<file path="src/rtl/mc_ctrl_pkg.sv">
// Shared encodings for the multi-cycle MIPS controller: states, instruction
// classes, opcode/funct values and datapath select codes.
package mc_ctrl_pkg;

  typedef enum logic [3:0] {
    S_FETCH    = 4'd0,
    S_DECODE   = 4'd1,
    S_EXEC_R   = 4'd2,
    S_EXEC_I   = 4'd3,
    S_MEM_ADDR = 4'd4,
    S_MEM_RD   = 4'd5,
    S_MEM_WR   = 4'd6,
    S_WB_R     = 4'd7,
    S_WB_I     = 4'd8,
    S_WB_MEM   = 4'd9,
    S_BRANCH   = 4'd10,
    S_JUMP     = 4'd11
  } state_t;

  typedef enum logic [3:0] {
    CLS_R_ALU, CLS_JR, CLS_I_ALU, CLS_LOAD, CLS_STORE,
    CLS_BEQ, CLS_J, CLS_JAL, CLS_ILLEGAL
  } cls_t;

  localparam logic [5:0] OP_RTYPE = 6'h00;
  localparam logic [5:0] OP_J     = 6'h02;
  localparam logic [5:0] OP_JAL   = 6'h03;
  localparam logic [5:0] OP_BEQ   = 6'h04;
  localparam logic [5:0] OP_ORI   = 6'h0d;
  localparam logic [5:0] OP_LUI   = 6'h0f;
  localparam logic [5:0] OP_LW    = 6'h23;
  localparam logic [5:0] OP_SW    = 6'h2b;

  localparam logic [5:0] FN_SLL   = 6'h00;
  localparam logic [5:0] FN_JR    = 6'h08;
  localparam logic [5:0] FN_ADDU  = 6'h21;
  localparam logic [5:0] FN_SUBU  = 6'h23;

  localparam logic [1:0] NPC_PC4  = 2'd0;
  localparam logic [1:0] NPC_BR   = 2'd1;
  localparam logic [1:0] NPC_JIDX = 2'd2;
  localparam logic [1:0] NPC_RS   = 2'd3;

  localparam logic [1:0] WSEL_RT  = 2'd0;
  localparam logic [1:0] WSEL_RD  = 2'd1;
  localparam logic [1:0] WSEL_RA  = 2'd2;

  localparam logic [1:0] WD_ALU   = 2'd0;
  localparam logic [1:0] WD_MEM   = 2'd1;
  localparam logic [1:0] WD_PC4   = 2'd2;

  localparam logic [2:0] ALU_ADD  = 3'd0;
  localparam logic [2:0] ALU_SUB  = 3'd1;
  localparam logic [2:0] ALU_OR   = 3'd2;
  localparam logic [2:0] ALU_LUI  = 3'd3;

  localparam logic [1:0] EXT_ZERO = 2'd0;
  localparam logic [1:0] EXT_SIGN = 2'd1;
  localparam logic [1:0] EXT_LUI  = 2'd2;

endpackage

</file>
<file path="src/rtl/mc_ctrl_if.sv">
// Controller <-> datapath bundle: IR fields and zero flag in, enables/selects
// and status out. The controller side is the master.
interface mc_ctrl_if #(
  parameter int CNT_W = 32
);
  logic [5:0]       opcode;
  logic [5:0]       funct;
  logic             zero;
  logic             pc_we;
  logic [1:0]       npc_sel;
  logic             ir_we;
  logic             rf_we;
  logic [1:0]       rf_wsel;
  logic [1:0]       rf_wdsel;
  logic [2:0]       alu_op;
  logic             alu_bsel;
  logic [1:0]       ext_op;
  logic             dm_we;
  logic             instr_done;
  logic             illegal;
  logic [3:0]       state;
  logic [CNT_W-1:0] instr_cnt;

  modport master (
    input  opcode, funct, zero,
    output pc_we, npc_sel, ir_we, rf_we, rf_wsel, rf_wdsel, alu_op,
           alu_bsel, ext_op, dm_we, instr_done, illegal, state, instr_cnt
  );

  modport slave (
    output opcode, funct, zero,
    input  pc_we, npc_sel, ir_we, rf_we, rf_wsel, rf_wdsel, alu_op,
           alu_bsel, ext_op, dm_we, instr_done, illegal, state, instr_cnt
  );
endinterface

</file>
<file path="src/rtl/mc_ctrl_decode.sv">
// Combinational instruction classifier: maps IR opcode/funct onto the small
// set of classes the controller sequences differently.
module mc_ctrl_decode
  import mc_ctrl_pkg::*;
(
  input  logic [5:0] opcode,
  input  logic [5:0] funct,
  output cls_t       cls
);

  always_comb begin
    cls = CLS_ILLEGAL;
    case (opcode)
      OP_RTYPE: begin
        case (funct)
          FN_ADDU, FN_SUBU, FN_SLL: cls = CLS_R_ALU;
          FN_JR:                    cls = CLS_JR;
          default:                  cls = CLS_ILLEGAL;
        endcase
      end
      OP_ORI, OP_LUI: cls = CLS_I_ALU;
      OP_LW:          cls = CLS_LOAD;
      OP_SW:          cls = CLS_STORE;
      OP_BEQ:         cls = CLS_BEQ;
      OP_J:           cls = CLS_J;
      OP_JAL:         cls = CLS_JAL;
      default:        cls = CLS_ILLEGAL;
    endcase
  end

endmodule

</file>
<file path="src/rtl/mc_ctrl.sv">
// Multi-cycle MIPS control FSM: sequences fetch/decode/execute/memory/write-back
// and keeps a retired-instruction counter.
module mc_ctrl
  import mc_ctrl_pkg::*;
#(
  parameter int CNT_W = 32
) (
  input  logic     clk,
  input  logic     rst,
  mc_ctrl_if.master bus
);

  state_t           r_state;
  cls_t             r_cls;
  logic             r_sub;
  logic             r_lui;
  logic [CNT_W-1:0] r_cnt;
  cls_t             w_cls;
  logic             w_done;

  mc_ctrl_decode u_decode (
    .opcode (bus.opcode),
    .funct  (bus.funct),
    .cls    (w_cls)
  );

  // Class and the two sub-op flags are captured in DECODE so later states do
  // not depend on the IR staying put.
  always_ff @(posedge clk) begin
    if (rst) begin
      r_state <= S_FETCH;
      r_cls   <= CLS_ILLEGAL;
      r_cnt   <= '0;
    end else begin
      if (w_done) r_cnt <= r_cnt + CNT_W'(1);
      case (r_state)
        S_FETCH:  r_state <= S_DECODE;
        S_DECODE: begin
          r_cls <= w_cls;
          r_sub <= (bus.funct == FN_SUBU);
          r_lui <= (bus.opcode == OP_LUI);
          case (w_cls)
            CLS_R_ALU:                 r_state <= S_EXEC_R;
            CLS_I_ALU:                 r_state <= S_EXEC_I;
            CLS_LOAD, CLS_STORE:       r_state <= S_MEM_ADDR;
            CLS_BEQ:                   r_state <= S_BRANCH;
            CLS_J, CLS_JAL, CLS_JR:    r_state <= S_JUMP;
            default:                   r_state <= S_FETCH;
          endcase
        end
        S_EXEC_R:   r_state <= S_WB_R;
        S_EXEC_I:   r_state <= S_WB_I;
        S_MEM_ADDR: r_state <= (r_cls == CLS_STORE) ? S_MEM_WR : S_MEM_RD;
        S_MEM_RD:   r_state <= S_WB_MEM;
        default:    r_state <= S_FETCH;
      endcase
    end
  end

  // Everything below is forced to zero while rst is high, even once the
  // state has already returned to FETCH.
  always_comb begin
    bus.pc_we    = 1'b0;
    bus.npc_sel  = NPC_PC4;
    bus.ir_we    = 1'b0;
    bus.rf_we    = 1'b0;
    bus.rf_wsel  = WSEL_RT;
    bus.rf_wdsel = WD_ALU;
    bus.alu_op   = ALU_ADD;
    bus.alu_bsel = 1'b0;
    bus.ext_op   = EXT_ZERO;
    bus.dm_we    = 1'b0;
    bus.illegal  = 1'b0;
    w_done       = 1'b0;
    if (!rst) begin
      case (r_state)
        S_FETCH: begin
          bus.ir_we = 1'b1;
          bus.pc_we = 1'b1;
        end
        S_DECODE: bus.illegal = (w_cls == CLS_ILLEGAL);
        S_EXEC_R: bus.alu_op = r_sub ? ALU_SUB : ALU_ADD;
        S_WB_R: begin
          bus.rf_we   = 1'b1;
          bus.rf_wsel = WSEL_RD;
          w_done      = 1'b1;
        end
        S_EXEC_I: begin
          bus.alu_bsel = 1'b1;
          bus.alu_op   = r_lui ? ALU_LUI : ALU_OR;
          bus.ext_op   = r_lui ? EXT_LUI : EXT_ZERO;
        end
        S_WB_I: begin
          bus.rf_we = 1'b1;
          w_done    = 1'b1;
        end
        S_MEM_ADDR: begin
          bus.alu_bsel = 1'b1;
          bus.ext_op   = EXT_SIGN;
        end
        S_WB_MEM: begin
          bus.rf_we    = 1'b1;
          bus.rf_wdsel = WD_MEM;
          w_done       = 1'b1;
        end
        S_MEM_WR: begin
          bus.dm_we = 1'b1;
          w_done    = 1'b1;
        end
        S_BRANCH: begin
          bus.alu_op  = ALU_SUB;
          bus.ext_op  = EXT_SIGN;
          bus.npc_sel = NPC_BR;
          bus.pc_we   = bus.zero;
          w_done      = 1'b1;
        end
        S_JUMP: begin
          bus.pc_we = 1'b1;
          w_done    = 1'b1;
          if (r_cls == CLS_JR) begin
            bus.npc_sel = NPC_RS;
          end else begin
            bus.npc_sel = NPC_JIDX;
            if (r_cls == CLS_JAL) begin
              bus.rf_we    = 1'b1;
              bus.rf_wsel  = WSEL_RA;
              bus.rf_wdsel = WD_PC4;
            end
          end
        end
        default: ;
      endcase
    end
  end

  assign bus.instr_done = w_done;
  assign bus.state      = r_state;
  assign bus.instr_cnt  = r_cnt;

endmodule

</file>
<file path="src/flat_wrapper.sv">
// flat-port wrapper written by rule: the top's interface ports become plain ports
module mc_ctrl_flat import mc_ctrl_pkg::*;
#(
  parameter int CNT_W = 32
)
  (clk, rst, bus_opcode, bus_funct, bus_zero, bus_pc_we, bus_npc_sel, bus_ir_we, bus_rf_we, bus_rf_wsel, bus_rf_wdsel, bus_alu_op, bus_alu_bsel, bus_ext_op, bus_dm_we, bus_instr_done, bus_illegal, bus_state, bus_instr_cnt);
  mc_ctrl_if #(.CNT_W(CNT_W)) bus_i ();
  input  logic clk;
  input  logic rst;
  input wire logic [$bits(bus_i.opcode)-1:0] bus_opcode;
  input wire logic [$bits(bus_i.funct)-1:0] bus_funct;
  input wire logic [$bits(bus_i.zero)-1:0] bus_zero;
  output wire logic [$bits(bus_i.pc_we)-1:0] bus_pc_we;
  output wire logic [$bits(bus_i.npc_sel)-1:0] bus_npc_sel;
  output wire logic [$bits(bus_i.ir_we)-1:0] bus_ir_we;
  output wire logic [$bits(bus_i.rf_we)-1:0] bus_rf_we;
  output wire logic [$bits(bus_i.rf_wsel)-1:0] bus_rf_wsel;
  output wire logic [$bits(bus_i.rf_wdsel)-1:0] bus_rf_wdsel;
  output wire logic [$bits(bus_i.alu_op)-1:0] bus_alu_op;
  output wire logic [$bits(bus_i.alu_bsel)-1:0] bus_alu_bsel;
  output wire logic [$bits(bus_i.ext_op)-1:0] bus_ext_op;
  output wire logic [$bits(bus_i.dm_we)-1:0] bus_dm_we;
  output wire logic [$bits(bus_i.instr_done)-1:0] bus_instr_done;
  output wire logic [$bits(bus_i.illegal)-1:0] bus_illegal;
  output wire logic [$bits(bus_i.state)-1:0] bus_state;
  output wire logic [$bits(bus_i.instr_cnt)-1:0] bus_instr_cnt;
  assign bus_i.opcode = bus_opcode;
  assign bus_i.funct = bus_funct;
  assign bus_i.zero = bus_zero;
  assign bus_pc_we = bus_i.pc_we;
  assign bus_npc_sel = bus_i.npc_sel;
  assign bus_ir_we = bus_i.ir_we;
  assign bus_rf_we = bus_i.rf_we;
  assign bus_rf_wsel = bus_i.rf_wsel;
  assign bus_rf_wdsel = bus_i.rf_wdsel;
  assign bus_alu_op = bus_i.alu_op;
  assign bus_alu_bsel = bus_i.alu_bsel;
  assign bus_ext_op = bus_i.ext_op;
  assign bus_dm_we = bus_i.dm_we;
  assign bus_instr_done = bus_i.instr_done;
  assign bus_illegal = bus_i.illegal;
  assign bus_state = bus_i.state;
  assign bus_instr_cnt = bus_i.instr_cnt;
  mc_ctrl #(.CNT_W(CNT_W)) u_core (.clk(clk), .rst(rst), .bus(bus_i));
endmodule
</file>
<file path="config.mk">
export PLATFORM = sky130hd
export DESIGN_NAME = mc_ctrl_flat
export DESIGN_NICKNAME = d
export VERILOG_FILES = /design/src/rtl/mc_ctrl_pkg.sv /design/src/rtl/mc_ctrl_if.sv /design/src/rtl/mc_ctrl_decode.sv /design/src/rtl/mc_ctrl.sv /design/src/flat_wrapper.sv
export SDC_FILE = /design/constraint.sdc
export NUM_CORES = 1
export LEC_CHECK = 0
export ABC_CLOCK_PERIOD_IN_PS = 2700
export CAP_MARGIN = 15
export CORE_UTILIZATION = 25
export CTS_CLUSTER_DIAMETER = 40
export DETAILED_ROUTE_END_ITERATION = 10
export PLACE_DENSITY = 0.58
export SYNTH_ARGS = -nofsm -noshare
export SYNTH_HDL_FRONTEND = slang
export SYNTH_SLANG_ARGS = --single-unit
export TNS_END_PERCENT = 1
</file>
<file path="constraint.sdc">
create_clock -name clk -period 2.7 [get_ports clk]
set_input_delay 0.54 -clock clk [delete_from_list [all_inputs] [get_ports clk]]
set_output_delay 0.54 -clock clk [all_outputs]
set_load 0.02 [all_outputs]
</file>
# After elaboration in Yosys (flattened, before gate mapping)
# Memories as Yosys holds them, arrays and structs flattened.
# Cells that the tools add are included.
# word_totals
regBits,42
out_inout_bits,54
mem_bits_ro,32
mem_count,1
# classes
reduce_logical,11
n_addsub,1
eq_ne,25
muxes,37
bitwise,1
# mem_list
name,depth,width,read_ports,rd_clocked_by_memory_dff,wr,line,rtl
(no name shown),8,4,1,0,0,mc_ctrl.sv:42,case (w_cls)
# op_table
cell,n
$add A32 B1 Y32 const B,1
$pmux W4 S7,1
$eq A4 B3 Y1 const B,6
$eq A6 B6 Y1 const B,4
$pmux W4 S6,1
$eq A4 B4 Y1 const B,5
$eq A6 B4 Y1 const B,3
$mux W1,17
$mux W2,8
$pmux W2 S2,4
$eq A6 B2 Y1 const B,2
$logic_not A6 Y1,2
$pmux W3 S3,1
$eq A4 B1 Y1 const B,2
$eq A4 B2 Y1 const B,2
$pmux W4 S2,1
$reduce_or A2 Y1,4
$eq A6 B3 Y1 const B,1
$reduce_or A3 Y1,2
$reduce_or A6 Y1,1
$logic_not A4 Y1,1
$mux W4,1
$pmux W1 S2,2
$mux W3,1
2 further kinds,2

# Depth between registers and ports, before layout
# Gate-level depths: netlist of the first run.
# depth
word_depth,7
ltp_mapped,8

# Modules after synthesis
# Synthesis of the first run repeated with hierarchy kept, for this count alone.
# unflattened
hier_cells,296
area_unflattened_um2,2506.2
# modules_own_cells
module,area_each_um2,seq_area_each_um2,cells_each,n_inst
mc_ctrl,2344.7,860.8,273,1
mc_ctrl_decode,161.4,0.0,23,1

# Worst setup path after synthesis of the first run
# Ideal clock, no wire load.
# synth_timing
path_type,reg2out
startpoint,register u_core.r_cls[1]
endpoint,output bus_npc_sel[0]
path_stages_with_launch,3
arrival_ps,2117
slack_ps,43
n_path_buf,0
t_required_ps,2160
cell_sequence,dfxtp_1 or4b_2 a2111oi_0
# synth_between
elab_chain_cells,4
# synth_lines
item,line,rtl
start: declaration,mc_ctrl.sv:14,cls_t r_cls;
start signal: assignment,mc_ctrl.sv:39,r_cls <= w_cls;
$eq A4 B1 Y1,mc_ctrl.sv:120,if (r_cls == CLS_JR) begin
$mux W1,mc_ctrl.sv:120,
$pmux W2 S2,mc_ctrl.sv:76,case (r_state)
$mux W2,mc_ctrl.sv:75,if (!rst) begin
end: declaration,flat_wrapper.sv:14,output wire logic [$bits(bus_i.npc_sel)-1:0] bus_npc_sel;
# Every way passes these cells.

# Worst setup path after layout of the first run
# layout_timing
startpoint,input rst
endpoint,output bus_npc_sel[1]
# layout_between
elab_chain_cells,1
# layout_lines
item,line,rtl
start: declaration,flat_wrapper.sv:9,input logic rst;
$mux W2,mc_ctrl.sv:75,
# Every way passes these cells.

==> impl_metrics.py, run 1 <==
metrics = {
    "power_and_ir_drop": {
        "powerDensity_nw_per_um2": 350.8,
        "combPwrFrac_pct": 13.7,
        "seq_power_share_pct": 49.6,
        "p_sw_share_pct": 25.36,
        "clockPowerShare_pct": 36.7,
        "report.power.total_w": 0.001284,
        "vdd_drop_max_mv": 0.2055,
        "p_sw_w": 0.0003257,
        "p_leak_nw": 1.322,
        "p_int_w": 0.0009586,
    },
    "timing": {
        "min_period_ps": 2607,
        "fmax_mhz": 383.6,
        "setup_viol": 0,
        "worst_slew_pin_slew_ps": 546.7,
        "slew_headroom_pct": 63.04,
        "slew_violations": 0,
        "finalCritPeriodShare_pct": 96.56,
        "rsz0062_at_grt": "false",
        "finClkSkew_ps": 7.569,
        "hold_viol_final": 0,
    },
    "synthesis": {
        "synth_commonest_cells": "dfxtp_1, nor2_1, nor3_1",
        "synth_nets": 320,
        "avgSynthCellArea_um2": 8.259,
        "synth-edff-count": 2,
        "yosysWarnings": 0,
        "ys_ff_latch": 42,
        "synth.distinct_cells": 68,
        "yosys.area.top_type": "dfxtp_1",
        "synth_ff_type": "dfxtp_1",
        "syn_inst": 303,
        "seq_area_frac_synth_pct": 34.40,
        "synth.top_cells.by_area": "dfxtp_1, xnor2_1, nor2_1, nor3_1, a21oi_1",
        "synthArstFlopShare_pct": 0,
        "syn_area_um2": 2502,
        "yosysTopAreaCellShare_pct": 32.00,
    },
    "worst_setup_path": {
        "slowest_delay_ps": 620,
        "crit_path_top_delay_cell": "clkdlybuf4s50_1",
        "worstPathArrival_ps": 2070,
        "cp-start-kind": "input pin",
        "critical_path_peak_fanout": 4,
        "endpoint_kind": "output port",
        "critPathKind": "input pin to output port",
        "cp_common_cell": "clkdlybuf4s50_1",
        "path_cells": "clkdlybuf4s50_1 > inv_1 > nand3_1 > buf_4 > nor2_1 > clkdlybuf4s50_1",
        "cp.required_ps": 2160,
    },
    "grt": {
        "antenna_found_initial": 0,
        "grt_util_all_layers_pct": 13.58,
        "grt_pass1_vias": 2287,
        "grt-ovfl-total": 0,
        "grt_max_degree": 31,
        "grt_pass1_wl_um": 11210,
    },
    "route": {
        "route.detailed.drc": 0,
        "antenna_left": 0,
        "dr.pass1.iters": 4,
        "drt-wirelength-per-cell_um": 12.84,
        "dr.first_iter.drc_count": 75,
        "wirelength_um": 6882,
        "drt-vias-per-instance": 4.791,
        "via_count": 2568,
    },
    "floorplan": {
        "core-area_um2": 9729,
        "die_x_um": 102.0,
        "ioPinCount": 69,
        "die_area_um2": 10410,
        "start_util_pct": 25.72,
        "fp-row-count": 36,
        "die_y_um": 102.0,
    },
    "clock_network": {
        "cts_buffers": 5,
        "htreeDepth": 2,
        "clock_path_buffers": 2,
        "postCtsHoldBufs": 0,
        "cts.clk_slew.worst_paths_ps": 90,
        "clk_latency_ps": 290,
        "cts-root-buf": "clkbuf_8",
        "cts_tree": "yes",
        "cts.sinks": 42,
    },
    "placement": {
        "place_hpwl_um": 5217,
        "placed_area_um2": 3571,
        "placedCellCount": 528,
        "io_buffers": 67,
        "gp_congestion": 0.8563,
    },
    "layout": {
        "n_fill_cell": 1071,
        "antenna-diode-count": 0,
        "multi_input_area_um2": 1516,
        "final_area_um2": 3661,
        "utilization_pct": 37.63,
        "nets": 419,
        "seq_area_um2": 863.3,
        "fin_cells": 536,
        "drive_gt1_share_pct": 20.10,
        "area_delta_synth_final_pct": 46.30,
    },
    "min_path": {
        "hp-class": "flop to flop",
    },
    "run_status": {
        "status": "complete, no violations",
    },
    "flow_run": {
        "max_cap_viol_count": 0,
    },
}
-- sequential cells by signal (all words and copies together) (netlist names) --
signal,count
u_core.r_lui,1
u_core.r_sub,1
u_core.bus.state,4
u_core.r_cls,4
u_core.bus.instr_cnt,32
-- layout by cell type, fill, tap and decap left out, types with 3 or more instances in the layout --
master           instances
and4_4                   3
and2_1                   4
nor4_1                   7
nand4b_1                 4
o22ai_1                  4
inv_1                   11
or3_1                    3
xor2_1                   3
nand4_1                  5
nor3_1                  21
clkbuf_8                 5
nand2_1                 12
mux2i_1                  4
and4_2                   3
dlygate4sd2_1           10
nand3b_1                 3
buf_4                   47
xnor2_1                 19
and4_1                   4
nand3_1                 10
nor2_1                  40
clkdlybuf4s50_1         52
o21ai_0                 10
nor4b_1                  3
and3_1                   3
a21oi_1                 13
and3b_1                  3
dfxtp_1                 38
-- power by group through the flow --
stage	Combinational, W	Clock, W	Sequential [W]
finish	0.000177	0.000471	0.000637
CTS	0.000177	0.000487	0.000637
global route	0.000193	0.000521	0.000638
global placement	0.000179	0	0.000651
floorplan	0.0000863	0	0.000653
detailed placement	0.000180	0	0.000651
-- path summary, 6_finish.rpt --
kind,start,to,depth (start not counted),slack [ps]
setup / recovery,rst,bus_npc_sel[1],6,90
hold / removal,u_core.bus.instr_cnt[29],u_core.bus.instr_cnt[29],2,510
setup reg to reg,u_core.bus.state[1],u_core.bus.instr_cnt[23],7,720
hold reg to reg,u_core.bus.instr_cnt[29],u_core.bus.instr_cnt[29],2,510
-- logic make-up after synthesis --
logic type,Yosys count,share of synthesized area (%)
buffers and inverters,30,5.450
muxes,5,2.050
DFF,42,34.40
other,1,0.1499
xor gates and xnor gates,22,7.700
and+or+nand+nor,148,35.10
adders and majority gates,2,0.9998
AOI/OAI and AO/OA,53,14.15
-- metal layers --
| metal | global-route usage (%) | routed length [um] |
|---|---|---|
| met1 | 17.47 | 3238 |
| met2 | 22.87 | 3164 |
| met5 | 0 | 0 |
| met3 | 2.873 | 398 |
| met4 | 3.846 | 80 |
-- per-stage QoR --
| step | TNS [ps] | hold WS [ps] | setup WS (ps) |
|---|---|---|---|
| 6_report | 0 | 512.2 | 92.92 |
| 4_1_cts | -102.9 | 512.8 | -102.9 |
| 3_5_place_dp | -1623 | 500.3 | -312.9 |
| 2_1_floorplan | 0 | 489.2 | 43.38 |
| 3_3_place_gp | -1899 | 497.5 | -292.3 |
| 5_1_grt | 0 | 551.4 | 8.920 |
-- what timing repair did --
item	CTS	global route
pin swaps	0	0
gates cloned	0	0
endpoints found under the setup margin	12	4
buffers inserted	0	0
resized for setup	17	7
-- area by class of cell --
type                       instances  share of cell area [%]
clock buffer                       7                   2.666
clock inverter                     1                  0.1709
inverter                          12                   1.230
multi-input combinational        231                   41.42
sequential                        42                   23.58
tap                              133                   4.545
timing repair buffer             110                   26.38
-- worst max-delay path: cells and delay by family --
| kind | cells | cell delay (ps) |
|---|---|---|
| AND/OR/NAND/NOR | 2 | 210 |
| buffers and inverters | 4 | 1310 |
Power figures use the tool's default switching activity.
==> inputs of run 2 (changes only) <==
--- a/config.mk
+++ b/config.mk
@@ -7,6 +7,7 @@
 export LEC_CHECK = 0
 export ABC_CLOCK_PERIOD_IN_PS = 2700
 export CAP_MARGIN = 15
+export CORE_ASPECT_RATIO = 1.2
 export CORE_UTILIZATION = 25
 export CTS_CLUSTER_DIAMETER = 40
 export DETAILED_ROUTE_END_ITERATION = 10
==> run 2 against run 1 <==
Compared with the run above:
- flip-flop and latch count did not move
- clock power rose by 29%
- worst hold slack improved by 23 ps
- fmax fell by 2.2%
- critical endpoint is now bus_npc_sel[0]
==> impl_metrics.py, run 2 (same netlist as run 1, synthesis figures left out) <==
metrics = {
    "run_status": {
        "status": "complete, no violations",
    },
    "grt": {
        "grt_util_all_layers_pct": 14.23,
        "antenna_found_initial": 0,
        "grt-ovfl-total": 0,
        "grt_max_degree": 29,
        "grt_pass1_wl_um": 11900,
        "grt_pass1_vias": 2467,
    },
    "worst_setup_path": {
        "endpoint_kind": "output port",
        "cp.depth": 3,
        "slowest_delay_ps": 660,
        "crit_end": "bus_npc_sel[0]",
        "cpLargestDelayFamily": "simple AND/OR/NAND/NOR gates",
        "worstPathBufferInverterCount": 1,
        "worstPathArrival_ps": 2130,
        "crit_path_top_delay_cell": "or4b_2",
        "cp.required_ps": 2160,
        "critical_path_peak_fanout": 2,
        "critPathLaunch": "u_core.r_cls[1]",
        "reg2reg_to": "u_core.bus.instr_cnt[23]",
        "cp-start-kind": "flop",
        "reg2reg_depth": 5,
        "path_cells": "or4b_2 > a2111oi_1 > dlygate4sd2_1",
        "critPathKind": "flop to output port",
        "r2r_start": "u_core.bus.instr_cnt[12]",
        "r2r_setup_slack_ps": 770,
    },
    "timing": {
        "worst_slew_pin_slew_ps": 480.8,
        "finClkSkew_ps": 3.456,
        "slew_headroom_pct": 67.50,
        "finalCritPeriodShare_pct": 98.76,
        "rsz0062_at_grt": "true",
        "slew_violations": 0,
        "hold_viol_final": 0,
        "setup_viol": 0,
        "fmax_mhz": 375.0,
        "worst_slack_ps": 33.45,
        "worst_hold_slack_ps": 535.4,
        "min_period_ps": 2667,
    },
    "layout": {
        "layout_common_cells": "clkdlybuf4s50_1, buf_4, nor2_1, dfxtp_1, nor3_1",
        "seq_area_um2": 863.3,
        "layout_commonest_cell": "clkdlybuf4s50_1",
        "nets": 419,
        "area_delta_synth_final_pct": 47.75,
        "utilization_pct": 38.46,
        "antenna-diode-count": 0,
        "drive_gt1_share_pct": 20.10,
        "final_area_um2": 3697,
        "multi_input_area_um2": 1516,
        "n_fill_cell": 997,
        "largest_register_ffs": 32,
    },
    "power_and_ir_drop": {
        "p_leak_nw": 1.370,
        "p_sw_share_pct": 23.63,
        "p_int_w": 0.001086,
        "clockPowerShare_pct": 42.6,
        "powerDensity_nw_per_um2": 384.5,
        "p_sw_w": 0.0003359,
        "combPwrFrac_pct": 12.4,
        "seq_power_share_pct": 45.0,
        "vdd_drop_max_mv": 0.2326,
    },
    "floorplan": {
        "core-area_um2": 9613,
        "ioPinCount": 69,
        "die_x_um": 93.33,
        "start_util_pct": 26.03,
        "fp-row-count": 39,
        "die_y_um": 111.6,
        "die_area_um2": 10420,
    },
    "clock_network": {
        "cts.sinks": 42,
        "clock_path_buffers": 2,
        "htreeDepth": 2,
        "postCtsHoldBufs": 0,
        "cts_tree": "yes",
        "cts-root-buf": "clkbuf_16",
        "cts_setup_buffers": 0,
        "cts.clk_slew.worst_paths_ps": 60,
        "clk_latency_ps": 280,
        "cts_buffers": 5,
    },
    "route": {
        "via_count": 2592,
        "drt-wirelength-per-cell_um": 13.82,
        "dr.first_iter.drc_count": 62,
        "drt-vias-per-instance": 4.928,
        "antenna_left": 0,
        "dr.pass1.iters": 4,
        "wirelength_um": 7271,
        "route.detailed.drc": 0,
    },
    "placement": {
        "place_hpwl_um": 5516,
        "io_buffers": 67,
        "gp_congestion": 0.8591,
        "place_ws_ps": -320.4,
        "placed_area_um2": 3558,
    },
    "flow_run": {
        "max_cap_viol_count": 0,
    },
    "min_path": {
        "hp-class": "flop to flop",
    },
}
## run 2: changes by cell type in the layout (fill, tap and decap cells not counted), moves of 2 or more
| cell | delta |
|---|---|
| dlymetal6s2s_1 | +2 |
| dlygate4sd2_1 | -2 |
| clkbuf_16 | +4 |
| clkbuf_8 | -4 |
## run 2: layout make-up
type	instances	area share, %
inverters	12	1.218
clock inverters	1	0.1354
repair buffers	110	26.26
flip-flops and latches	42	23.35
well taps	123	4.162
clock buffers	7	3.858
multi-input cells	231	41.02
## run 2: how the worst min path moves through the flow
stage,startpoint,to,cells after the start
4_1_cts,u_core.bus.instr_cnt[29],u_core.bus.instr_cnt[29],2
3_3_place_gp,u_core.bus.instr_cnt[29],u_core.bus.instr_cnt[29],2
5_1_grt,u_core.bus.instr_cnt[29],u_core.bus.instr_cnt[29],2
6_report,u_core.bus.instr_cnt[29],u_core.bus.instr_cnt[29],2
2_1_floorplan,u_core.r_cls[2],u_core.r_cls[2],2
3_5_place_dp,u_core.bus.instr_cnt[29],u_core.bus.instr_cnt[29],2
## run 2: routing by layer
layer / track usage, % / vias to the layer above / wire, um
met1: 17.27 / 1205 / 3114
met3: 3.005 / 12 / 416
met4: 4.000 / 0 / 122
met5: 0 / - / 0
li1: - / 1294 / -
met2: 25.05 / 81 / 3618
## run 2: power by group through the flow
stage          Combinational (W)  Sequential [W]  Clock (W)
5_1_grt                 0.000191        0.000641   0.000647
4_1_cts                 0.000175        0.000640   0.000622
2_1_floorplan          0.0000863        0.000653          0
6_report                0.000176        0.000640   0.000606
3_3_place_gp            0.000176        0.000654          0
3_5_place_dp            0.000177        0.000654          0
## run 2: tightest hold or removal path, delay by kind of cell (launching register included)
kind            cells  cell delay (ps)
flops               1              340
compound gates      2              140
## run 2: timing repair
action | CTS | global route
gates resized for setup | 14 | 11
setup endpoints to repair | 13 | 8
cloned | 0 | 0
## run 2: stage by stage
stage	cells	power, W	setup TNS [ps]
floorplan	303	0.0007389	0
global placement	518	0.0008296	-1486
detailed placement	518	0.0008311	-1562
CTS	526	0.001437	-56.55
global route	526	0.001479	-74.27
finish	526	0.001422	0
==> inputs of run 3 (changes only) <==
--- a/config.mk
+++ b/config.mk
@@ -6,12 +6,13 @@
 export NUM_CORES = 1
 export LEC_CHECK = 0
 export ABC_CLOCK_PERIOD_IN_PS = 2700
-export CAP_MARGIN = 15
+export CAP_MARGIN = 20
 export CORE_ASPECT_RATIO = 1.2
 export CORE_UTILIZATION = 25
 export CTS_CLUSTER_DIAMETER = 40
 export DETAILED_ROUTE_END_ITERATION = 10
 export PLACE_DENSITY = 0.58
+export RECOVER_POWER = 100
 export SYNTH_ARGS = -nofsm -noshare
 export SYNTH_HDL_FRONTEND = slang
 export SYNTH_SLANG_ARGS = --single-unit
==> run 3 against run 2 <==
Compared with the run above:
- routed wire length decreased by 0.30%
- register-to-register slack got worse by 260 ps
- combinational power decreased by 5%
- clock skew increased by 0.79 ps
- total power decreased by 0.62%
- global-route usage unchanged
- die area unchanged
- clock-buffer cell count unchanged
- sequential share of layout area increased by 0.49 points
- non-clock buffer count unchanged
- final area decreased by 2.1%
- largest cell class unchanged
- highest routed layer unchanged
==> impl_metrics.py, run 3 (same netlist as run 1, synthesis figures left out) <==
metrics = {
    "route": {
        "via_count": 2618,
        "dr.pass1.iters": 4,
        "dr.first_iter.drc_count": 59,
        "wirelength_um": 7249,
        "route.detailed.drc": 0,
        "drt-wirelength-per-cell_um": 13.78,
        "antenna_left": 0,
        "drt-vias-per-instance": 4.977,
    },
    "clock_network": {
        "cts.sinks": 42,
        "postCtsHoldBufs": 0,
        "cts_buffers": 5,
        "clk_latency_ps": 280,
        "cts_tree": "yes",
        "cts-root-buf": "clkbuf_16",
        "clock_path_buffers": 2,
        "cts.clk_slew.worst_paths_ps": 60,
        "htreeDepth": 2,
    },
    "layout": {
        "antenna-diode-count": 0,
        "area_delta_synth_final_pct": 44.70,
        "drive_gt1_share_pct": 16.63,
        "nets": 419,
        "fin_cells": 526,
        "layout_common_cells": "nor2_1, dfxtp_1, buf_4, dlygate4sd3_1, nor3_1",
        "layout_commonest_cell": "nor2_1",
        "final_area_um2": 3621,
        "largest_register_ffs": 32,
        "n_fill_cell": 1018,
    },
    "placement": {
        "io_buffers": 67,
        "place_ws_ps": -320.4,
        "placedCellCount": 518,
        "place_hpwl_um": 5516,
        "gp_congestion": 0.8591,
        "placed_area_um2": 3558,
    },
    "floorplan": {
        "ioPinCount": 69,
        "die_y_um": 111.6,
        "die_area_um2": 10420,
        "core-area_um2": 9613,
        "start_util_pct": 26.03,
        "die_x_um": 93.33,
        "fp-row-count": 39,
    },
    "timing": {
        "slew_violations": 0,
        "finalCritPeriodShare_pct": 98.75,
        "rsz0062_at_grt": "true",
        "setup_viol": 0,
        "fmax_mhz": 375.1,
        "min_period_ps": 2666,
        "finClkSkew_ps": 4.243,
        "tns_ps": 0,
        "worst_slack_ps": 33.73,
        "slew_headroom_pct": 47.25,
        "hold_viol_final": 0,
        "worst_slew_pin_slew_ps": 785.2,
    },
    "grt": {
        "grt-ovfl-total": 0,
        "antenna_found_initial": 0,
        "grt_util_all_layers_pct": 14.23,
        "grt_pass1_wl_um": 11900,
        "grt_pass1_vias": 2467,
        "grt_max_degree": 29,
    },
    "min_path": {
        "hp-class": "flop to flop",
    },
    "run_status": {
        "status": "complete, no violations",
    },
    "power_and_ir_drop": {
        "report.power.total_w": 0.001413,
        "p_leak_nw": 1.419,
        "powerDensity_nw_per_um2": 390.1,
        "vdd_drop_max_mv": 0.2319,
    },
    "worst_setup_path": {
        "cp-start-kind": "flop",
        "worstPathBufferInverterCount": 1,
        "path_cells": "or4b_2 > a2111oi_1 > dlygate4sd2_1",
        "slowest_delay_ps": 660,
        "crit_path_top_delay_cell": "or4b_2",
        "worstPathArrival_ps": 2130,
        "cp.required_ps": 2160,
        "cpLargestDelayFamily": "simple AND/OR/NAND/NOR gates",
        "endpoint_kind": "output port",
        "critical_path_peak_fanout": 2,
        "critPathKind": "flop to output port",
    },
    "flow_run": {
        "max_cap_viol_count": 0,
    },
}
[run 3: area by class of cell]
type	instances	area (um2)	area share, %
clock buffers	7	142.6	3.939
clock inverters	1	5.005	0.1382
inverters	12	45.04	1.244
multi-input cells	231	1493	41.22
flip-flops and latches	42	863.3	23.84
well taps	123	153.9	4.250
repair buffers	110	918.4	25.36
[run 3: repair_timing]
item | 4_1_cts | 5_1_grt
setup buffers | 0 | 0
setup endpoints to repair | 13 | 8
resized for setup | 14 | 11
[run 3: through the flow]
stage	util, %	hold slack [ps]
floorplan	-	489.2
global placement	37.02	501.8
detailed placement	37.02	530.3
CTS	38.40	537.9
global route	37.67	568.7
finish	37.67	532.7
[run 3: worst min-delay path, delay by kind of cell, from the launching register on]
family,cells,cell delay [ps]
compound gates,2,140
flops,1,340
[run 3: power breakdown]
group	internal (W)	switching, W
clock	0.000367	0.000237
sequential	0.000631	0.00000920
combinational	0.0000816	0.0000868
total	0.00108	0.000333
[run 3: path summary, 6_finish.rpt]
path	start	to	slack (ps)	cells past startpoint
worst min register to register	u_core.bus.instr_cnt[29]	u_core.bus.instr_cnt[29]	530	2
worst min-delay path	u_core.bus.instr_cnt[29]	u_core.bus.instr_cnt[29]	530	2
worst max register to register	u_core.bus.instr_cnt[12]	u_core.bus.instr_cnt[23]	510	5
worst max-delay path	u_core.r_cls[1]	bus_npc_sel[0]	30	3
[run 3: metal layers]
layer  track usage (%)  vias up  part of all wire (%)
met4             4.000        0                   1.7
li1                  -     1297                     -
met5                 0        -                     0
met3             3.005       12                   4.5
met1             17.27     1229                    43
met2             25.05       80                    50
